## config.mk

```make
export PLATFORM = sky130hd
export DESIGN_NAME = alu_sekwencer
export DESIGN_NICKNAME = d
export VERILOG_FILES = /design/src/rtl/alu_pkg.sv /design/src/rtl/alu_flagi.sv /design/src/rtl/alu_sekwencer.sv
export SDC_FILE = /design/constraint.sdc
export NUM_CORES = 1
export LEC_CHECK = 0
export ABC_AREA = 1
export BUFFER_PORTS_ARGS = -buffer_cell sky130_fd_sc_hd__clkbuf_2
export CORE_MARGIN = 3
export CORE_UTILIZATION = 40
export CTS_CLUSTER_SIZE = 24
export DETAILED_ROUTE_END_ITERATION = 16
export GPL_ROUTABILITY_DRIVEN = 0
export GPL_TIMING_DRIVEN = 1
export PLACE_DENSITY = 0.67
export SLEW_MARGIN = 40
export SYNTH_ARGS = -nofsm -noshare
export SYNTH_HDL_FRONTEND = slang
export SYNTH_SLANG_ARGS = --single-unit
```

## constraint.sdc

```tcl
create_clock -name clk -period 3.2 [get_ports clk]
set_clock_uncertainty 0.1 [all_clocks]
set_input_delay 0.32 -clock clk [delete_from_list [all_inputs] [get_ports clk]]
set_output_delay 0.32 -clock clk [all_outputs]
set_load 0.005 [all_outputs]
```

## src/rtl/alu_pkg.sv

```systemverilog
// Shared definitions for the multi-byte ALU sequencer: ALU op encoding and FSM state codes.
package alu_pkg;

    localparam logic [1:0] OP_ADD = 2'b00;
    localparam logic [1:0] OP_SUB = 2'b01;
    localparam logic [1:0] OP_OR  = 2'b10;
    localparam logic [1:0] OP_AND = 2'b11;

    localparam logic [1:0] BEZCZYNNY = 2'd0;
    localparam logic [1:0] LICZ      = 2'd1;
    localparam logic [1:0] GOTOWE    = 2'd2;

    function automatic logic parzystosc8(input logic [7:0] bajt);
        return ^bajt;
    endfunction

endpackage

```

## src/rtl/alu_flagi.sv

```systemverilog
// Flag accumulation for the sequencer: carry chain register, Z AND-chain and result parity XOR.
module alu_flagi
    import alu_pkg::*;
(
    input  logic       clk,
    input  logic       rst_n,
    input  logic       clear_i,
    input  logic       cin_i,
    input  logic       step_i,
    input  logic       last_i,
    input  logic       alu_c_i,
    input  logic       alu_z_i,
    input  logic [7:0] wynik_bajt_i,
    output logic       carry_o,
    output logic       z_nxt_o,
    output logic       par_nxt_o
);

    logic carry_q, carry_d;
    logic z_acc_q, z_acc_d;
    logic par_q, par_d;

    assign carry_o   = carry_q;
    assign z_nxt_o   = z_acc_q & alu_z_i;
    assign par_nxt_o = par_q ^ parzystosc8(wynik_bajt_i);

    always_comb begin
        carry_d = carry_q;
        z_acc_d = z_acc_q;
        par_d   = par_q;
        if (clear_i) begin
            carry_d = cin_i;
            z_acc_d = 1'b1;
            par_d   = 1'b0;
        end else if (step_i) begin
            // Carry drives alu_bitP directly, so it keeps the last value sent after the final byte.
            if (!last_i) begin
                carry_d = alu_c_i;
            end
            z_acc_d = z_nxt_o;
            par_d   = par_nxt_o;
        end
    end

    always_ff @(posedge clk or negedge rst_n) begin
        if (!rst_n) begin
            carry_q <= 1'b0;
            z_acc_q <= 1'b0;
            par_q   <= 1'b0;
        end else begin
            carry_q <= carry_d;
            z_acc_q <= z_acc_d;
            par_q   <= par_d;
        end
    end

endmodule

```

## src/rtl/alu_sekwencer.sv

```systemverilog
// Multi-byte sequencer around an external 8-bit ALU, one byte per cycle from the LSB.
// Optional ALU_SEKW_AKUM_EN adds uzyj_akum_i to take operand A from the current result.
module alu_sekwencer
    import alu_pkg::*;
#(
    parameter int unsigned BAJTY = 2
) (
    input  logic                 clk,
    input  logic                 rst_n,
    input  logic                 start_i,
    output logic                 gotowy_o,
    input  logic [1:0]           op_i,
    input  logic [8*BAJTY-1:0]   arg_a_i,
    input  logic [8*BAJTY-1:0]   arg_b_i,
    input  logic                 przen_we_i,
`ifdef ALU_SEKW_AKUM_EN
    input  logic                 uzyj_akum_i,
`endif
    output logic [7:0]           alu_a_o,
    output logic [7:0]           alu_b_o,
    output logic [1:0]           alu_wybor_o,
    output logic                 alu_bitp_o,
    input  logic [7:0]           alu_wynik_i,
    input  logic                 alu_c_i,
    input  logic                 alu_z_i,
    input  logic                 alu_ov_i,
    output logic [8*BAJTY-1:0]   wynik_o,
    output logic                 c_o,
    output logic                 z_o,
    output logic                 ov_o,
    output logic                 even_o,
    output logic                 wazny_o
);

    localparam int unsigned W  = 8 * BAJTY;
    localparam int unsigned KW = (BAJTY > 1) ? $clog2(BAJTY) : 1;
    localparam logic [KW-1:0] K_OST = KW'(BAJTY - 1);

    logic [1:0]    state_q, state_d;
    logic [KW-1:0] k_q, k_d;
    logic [W-1:0]  a_q, a_d, b_q, b_d;
    logic [W-1:0]  sh_q, sh_d;
    logic [W-1:0]  wynik_q, wynik_d;
    logic          c_q, c_d, z_q, z_d, ov_q, ov_d, even_q, even_d;
    logic [7:0]    alu_a_q, alu_a_d, alu_b_q, alu_b_d;
    logic [1:0]    alu_wybor_q, alu_wybor_d;

    logic          akcept, krok, ostatni;
    logic          z_nxt, par_nxt;
    logic [W-1:0]  arg_a_sel;

    assign akcept  = start_i && (state_q == BEZCZYNNY);
    assign krok    = (state_q == LICZ);
    assign ostatni = (k_q == K_OST);

`ifdef ALU_SEKW_AKUM_EN
    assign arg_a_sel = uzyj_akum_i ? wynik_q : arg_a_i;
`else
    assign arg_a_sel = arg_a_i;
`endif

    alu_flagi u_flagi (
        .clk          (clk),
        .rst_n        (rst_n),
        .clear_i      (akcept),
        .cin_i        (przen_we_i),
        .step_i       (krok),
        .last_i       (ostatni),
        .alu_c_i      (alu_c_i),
        .alu_z_i      (alu_z_i),
        .wynik_bajt_i (alu_wynik_i),
        .carry_o      (alu_bitp_o),
        .z_nxt_o      (z_nxt),
        .par_nxt_o    (par_nxt)
    );

    always_comb begin
        state_d     = state_q;
        k_d         = k_q;
        a_d         = a_q;
        b_d         = b_q;
        sh_d        = sh_q;
        wynik_d     = wynik_q;
        c_d         = c_q;
        z_d         = z_q;
        ov_d        = ov_q;
        even_d      = even_q;
        alu_a_d     = alu_a_q;
        alu_b_d     = alu_b_q;
        alu_wybor_d = alu_wybor_q;

        unique case (state_q)
            BEZCZYNNY: begin
                if (akcept) begin
                    // Byte 0 goes to the ALU right away; the rest wait in shift registers.
                    alu_a_d     = arg_a_sel[7:0];
                    alu_b_d     = arg_b_i[7:0];
                    alu_wybor_d = op_i;
                    a_d         = arg_a_sel >> 8;
                    b_d         = arg_b_i >> 8;
                    k_d         = '0;
                    state_d     = LICZ;
                end
            end
            LICZ: begin
                sh_d[{k_q, 3'b000} +: 8] = alu_wynik_i;
                if (ostatni) begin
                    wynik_d = sh_d;
                    c_d     = alu_c_i;
                    ov_d    = alu_ov_i;
                    z_d     = z_nxt;
                    even_d  = par_nxt;
                    k_d     = '0;
                    state_d = GOTOWE;
                end else begin
                    alu_a_d = a_q[7:0];
                    alu_b_d = b_q[7:0];
                    a_d     = a_q >> 8;
                    b_d     = b_q >> 8;
                    k_d     = k_q + 1'b1;
                end
            end
            GOTOWE: begin
                state_d = BEZCZYNNY;
            end
            default: begin
                state_d = BEZCZYNNY;
            end
        endcase
    end

    always_ff @(posedge clk or negedge rst_n) begin
        if (!rst_n) begin
            state_q     <= BEZCZYNNY;
            k_q         <= '0;
            a_q         <= '0;
            b_q         <= '0;
            sh_q        <= '0;
            wynik_q     <= '0;
            c_q         <= 1'b0;
            z_q         <= 1'b0;
            ov_q        <= 1'b0;
            even_q      <= 1'b0;
            alu_a_q     <= '0;
            alu_b_q     <= '0;
            alu_wybor_q <= '0;
        end else begin
            state_q     <= state_d;
            k_q         <= k_d;
            a_q         <= a_d;
            b_q         <= b_d;
            sh_q        <= sh_d;
            wynik_q     <= wynik_d;
            c_q         <= c_d;
            z_q         <= z_d;
            ov_q        <= ov_d;
            even_q      <= even_d;
            alu_a_q     <= alu_a_d;
            alu_b_q     <= alu_b_d;
            alu_wybor_q <= alu_wybor_d;
        end
    end

    assign gotowy_o    = (state_q == BEZCZYNNY);
    assign wazny_o     = (state_q == GOTOWE);
    assign wynik_o     = wynik_q;
    assign c_o         = c_q;
    assign z_o         = z_q;
    assign ov_o        = ov_q;
    assign even_o      = even_q;
    assign alu_a_o     = alu_a_q;
    assign alu_b_o     = alu_b_q;
    assign alu_wybor_o = alu_wybor_q;

endmodule

```

# Word-level counts from Yosys, hierarchy flattened
# Index checks and enable logic that the tools add are counted.
# classes
div	0
order_cmp	0
add_sub_neg	2
multipliers	0
n_shift	2
n_reduce_logical	11
mux	26
eq_ne	6
n_bitwise	2
# op_table
op	count
two-way mux 16 bit	4
one-hot mux 16 bit (2 select lines)	2
two-way mux 8 bit	4
one-hot mux 8 bit (2 select lines)	2
bitwise mux 16 bit	1
variable shift 8 x 6 -> 16 bit (first input constant)	1
indexed part select 8 x 6 -> 16 bit	1
AND reduction 2 bit	5
two-way mux 1 bit	9
parity 8 bit	1
negation 4 -> 6 bit	1
two-way mux 2 bit	2
inequality test 2 x 1 -> 1 bit (second input constant)	2
inequality test 2 bit (second input constant)	2
one-hot mux 2 bit (2 select lines)	1
nonzero test 2 bit	2
AND reduction 3 bit	1
equality test 2 x 1 -> 1 bit (second input constant)	1
equality test 2 bit (second input constant)	1
zero test 2 bit	1
one-hot mux 1 bit (2 select lines)	1
adder 1 bit (second input constant)	1
bitwise AND 1 bit	1
logical AND 1 bit	1
XOR 1 bit	1
# word_totals
output_inout_bits	41
latchBits	0
mem_bits_ro	0
ram_bits	0
input_bits	49
regBits	92
mem_count	0
elab_cells	65

# Depth between registers and ports, before layout
# depth
depth_word	4
depth_mapped	10

# Hierarchy
# A second synthesis with hierarchy kept.
# unflattened
cells_unflattened	395
hier_area_um2	3171.8
# by_module_without_submodules
module	seq_area_each_um2	instances	area_per_inst_um2	cells_per_inst
alu_sekwencer	1626.6	1	2816.5	330
alu_flagi	75.1	1	355.3	65

# Worst setup path after synthesis
# No wires, ideal clock.
# synth_path
kind	reg-to-reg
startpoint	reg state_q[0]
endpoint	reg alu_a_q[7], in the netlist alu_a_o[7]
required_time_ns	2.972
path_buffers	1
setup_ns	0.128
stages_incl_launch_ff	8
slack_ns	1.893
arrival_ns	1.079
path_cell_list	dfrtp_1 -> nand2_4 -> inv_6 -> nand2_4 -> nand2_8 -> buf_6 -> nor2_1 -> a31oi_2
# synth_between
elab_chain_cells	4
# synth_lines
element	line	rtl
start, declared	alu_sekwencer.sv:39	logic [1:0] state_q, state_d;
start signal, assigned	alu_sekwencer.sv:148	state_q <= state_d;
zero test 2 bit	alu_sekwencer.sv:52, alu_sekwencer.sv:92	
logical AND 1 bit	alu_sekwencer.sv:52	assign akcept = start_i && (state_q == BEZCZYNNY);
inequality test 2 x 1 -> 1 bit (no line)	--	
AND reduction 3 bit (no line)	--	
end signal, assigned	alu_sekwencer.sv:158	alu_a_q <= alu_a_d;
end, declared	alu_sekwencer.sv:45	logic [7:0] alu_a_q, alu_a_d, alu_b_q, alu_b_d;
# Parallel ways exist; a longest one is shown, timed or not.
# A chain may end at the register's enable or synchronous reset.

# Worst setup path in the final report
# layout_path
startpoint	reg state_q[0]
endpoint	reg u_flagi.par_q
# layout_between
elab_chain_cells	3
# layout_lines
element	line	rtl
zero test 2 bit	alu_sekwencer.sv:52	
logical AND 1 bit	alu_sekwencer.sv:52	
two-way mux 1 bit / nonzero test 2 bit (equally long branches)	--	
end signal, assigned	alu_flagi.sv:53	par_q <= par_d;
end, declared	alu_flagi.sv:21	logic par_q, par_d;
# Parallel ways exist; a longest one is shown, timed or not.

==> impl_results.rst <==
.. list-table::
   :header-rows: 1

   * - Metric
     - Value
   * - Result of the run
     - complete, no violations
   * - First-pass GRT wire length
     - 11,000 um
   * - Setup repair after global routing missed its margin
     - false
   * - Clock buffers created by TritonCTS
     - 9
   * - WP data required
     - 3.32 ns
   * - Post-placement cell area
     - 3380 um^2
   * - Critical register-to-register path startpoint
     - state_q[0]
   * - Slew HR
     - 59.1%
   * - Post-detailed-route DRC marker count
     - 0
   * - Clk sink count
     - 68
   * - Clock network power share
     - 18.4%
   * - Share of Yosys cell area claimed by the top area cell type
     - 58.5%
   * - Diodes inserted
     - 0
   * - Sequential share of power
     - 42.3%
   * - Core Box Area
     - 6910 um^2
   * - Fraction of power consumed by combinational cells
     - 39.2%
   * - Mapped Area
     - 2910 um^2
   * - Number of hold violations in the final report
     - 0
   * - Fraction of layout cells with a size suffix above 1
     - 26.8%
   * - Setup bufs post-CTS
     - 0
   * - Count of input and output buffers
     - 89
   * - Drt total wl
     - 6360 um
   * - Average cell area after synthesis
     - 8.62 um^2
   * - Final setup viols
     - 0
   * - Worst slack on hold paths
     - 0.0779 ns
   * - Power density over the cells
     - 1010 nW/um^2
   * - Area contributors post-synth
     - sky130_fd_sc_hd__dfrtp_1, sky130_fd_sc_hd__nand2_1, sky130_fd_sc_hd__nand3_1
   * - Total routing usage reported by global routing
     - 16.6%
   * - Final cell area excluding filler cells
     - 3580 um^2
   * - Commonest cells after routing, fill and taps aside
     - sky130_fd_sc_hd__nand2_1, sky130_fd_sc_hd__clkbuf_2, sky130_fd_sc_hd__dfrtp_1
   * - Initial detailed-routing violation count
     - 124
   * - Ports
     - 90
   * - Max capacitance violation total
     - 0
   * - DRT antenna net count
     - 0
   * - Crit. Startpoint
     - state_q[0]
   * - Post-Syn Instances
     - 337
   * - Hold-fix buffer count after cts
     - 1
   * - FF-to-FF path depth
     - 6
   * - DR pass1 iterations
     - 5
   * - Fmax
     - 0.522 GHz
   * - Final nets
     - 471
   * - CTS Root Cell
     - sky130_fd_sc_hd__clkbuf_8
   * - Worst hold path stage count
     - 3
   * - Floorplan die area
     - 8320 um^2
   * - Horizontal die dimension
     - 91.2 um
   * - Maximum number of pins on one net before global-route repair
     - 69
   * - Internal Dissipation
     - 2190 uW
   * - Most frequent standard cell in the layout excluding fill and tap cells
     - sky130_fd_sc_hd__nand2_1
   * - Sequential cell area fraction in the yosys report
     - 58.5%
   * - Worst skew pair latency
     - 0.34 ns
   * - Static leakage
     - 0.00198 uW
   * - Number of unique standard cell types used by synthesis
     - 23
   * - Final setup margin
     - 1.29 ns
   * - Worst-Margin Slew
     - 0.614 ns
   * - Final-layout setup total negative slack
     - 0 ns
   * - Mean number of vias per cell
     - 4.54
   * - Switch share
     - 39.4%
   * - Number of nets produced by synthesis
     - 386
   * - Starting Density
     - 42.1%
   * - Crit path launch type
     - flop
   * - Post_cts resized
     - 0
   * - Power spent charging and discharging nets
     - 1420 uW
   * - Clock tree from TritonCTS
     - built
   * - Number of global-route vias before repair
     - 2,365
   * - Total chip power
     - 3610 uW
   * - Routed wire per std cell
     - 12.2 um
   * - Number of storage elements in the synthesis netlist
     - 68
   * - CP Max Fanout
     - 22
   * - Ys Warns
     - 0
   * - Post-layout min period
     - 1.91 ns
   * - Share of the clock period used by the worst path after layout
     - 59.8%
   * - Die Y-Extent
     - 91.2 um
   * - Number of core rows
     - 30
   * - Max Slew Vio Count
     - 0
   * - Crit Path Category
     - reg -> reg
   * - Synth-to-layout area growth
     - 23.0%
   * - Critical path data arrival time
     - 2.04 ns
   * - Buffer depth of the longest clock path
     - 2
   * - Number of levels the H-tree was split into
     - 3
   * - Classification of the worst-slack hold path
     - in -> reg
   * - Library cell with the largest summed area after synthesis
     - sky130_fd_sc_hd__dfrtp_1
   * - Reg-to-reg critical path endpoint
     - u_flagi.par_q
   * - Antenna violations before repair
     - 0
   * - Reg2Reg Setup Slack
     - 1.29 ns
   * - Max rail drop VDD
     - 0.353 mV
   * - Placed wire-length estimate
     - 4430 um
   * - Worst slack at placement
     - 1.29 ns
   * - Endpoint with the worst hold slack
     - alu_wybor_o[1]
   * - Sort of element at the end of the critical path
     - flop
   * - Global route total overflow
     - 0
   * - Hold path start
     - op_i[1]
   * - Clock slew at the register clock pins of the worst setup and hold paths
     - 0.07 ns
   * - Routed vias
     - 2,369
==> synthesized netlist by cell type (all sizes together) <==
master,n
nand2,164
dfrtp,68
nor2,23
nand3,21
a31oi,17
buf,15
inv,15
o21ai,9
a21oi,2
clkbuf,1
nand3b,1
xnor2,1
==> worst max path at each step <==
stage | endpoint | slack, ns | cells past startpoint
finish | u_flagi.par_q | 1.29 | 6
global route | k_q | 1.06 | 6
CTS | u_flagi.par_q | 1.28 | 6
detailed placement | k_q | 1.29 | 6
global placement | k_q | 1.34 | 6
floorplan | alu_a_o[7] | 1.89 | 7
==> metal layers <==
| metal | GRT usage [%] | vias to the layer above | part of all wire [%] |
|---|---|---|---|
| met2 | 26.2 | 51 | 47 |
| met3 | 3.89 | 11 | 4.9 |
| li1 | - | 1229 | - |
| met1 | 21.2 | 1078 | 47 |
| met5 | 0 | - | 0 |
| met4 | 8.42 | 0 | 1.8 |
==> critical path, stage by stage, from the launching register on <==
cell,delay (ns)
sky130_fd_sc_hd__dfrtp_1,0.43
sky130_fd_sc_hd__nor2_2,0.15
sky130_fd_sc_hd__nand2_2,0.29
sky130_fd_sc_hd__inv_1,0.57
sky130_fd_sc_hd__nor2_1,0.12
sky130_fd_sc_hd__nand2_1,0.09
sky130_fd_sc_hd__nand2_1,0.05
==> cells by family after synthesis <==
family,Yosys count,synth area share (%)
AND/OR/NAND/NOR,209,29.8
flip-flops,68,58.5
buffers and inverters,31,5.34
XOR/XNOR,1,0.301
AO/OA/AOI/OAI,28,5.98
==> sequential cells by signal (all words and copies together) (netlist names) <==
name / count
wynik_o: 16
a_q: 8
alu_a_o: 8
alu_b_o: 8
b_q: 8
sh_q: 8
alu_wybor_o: 2
state_q: 2
c_o: 1
even_o: 1
k_q: 1
ov_o: 1
u_flagi.carry_o: 1
u_flagi.par_q: 1
u_flagi.z_acc_q: 1
z_o: 1
==> layout make-up <==
class / instances / area (um^2)
fill: 705 / 3330
sequential: 68 / 1700
multi-input combinational: 238 / 1050
timing repair buffer: 90 / 462
clock buffer: 10 / 128
tap: 96 / 120
inverter: 15 / 61.3
clock inverter: 5 / 53.8
==> power groups by stage <==
stage | logic (uW) | clock network [uW] | registers (uW)
floorplan | 1000 | 0 | 1530
global placement | 1400 | 0 | 1530
detailed placement | 1440 | 0 | 1550
CTS | 1450 | 687 | 1530
global route | 1650 | 727 | 1580
finish | 1420 | 666 | 1530
==> metrics by stage <==
stage                     std cells  util, %
after floorplan                 337        -
after global placement          506     48.9
after detailed placement        506     49.0
after CTS                       522     51.8
after global routing            522     51.8
final                           522     51.8
Power figures use the tool's default switching activity.
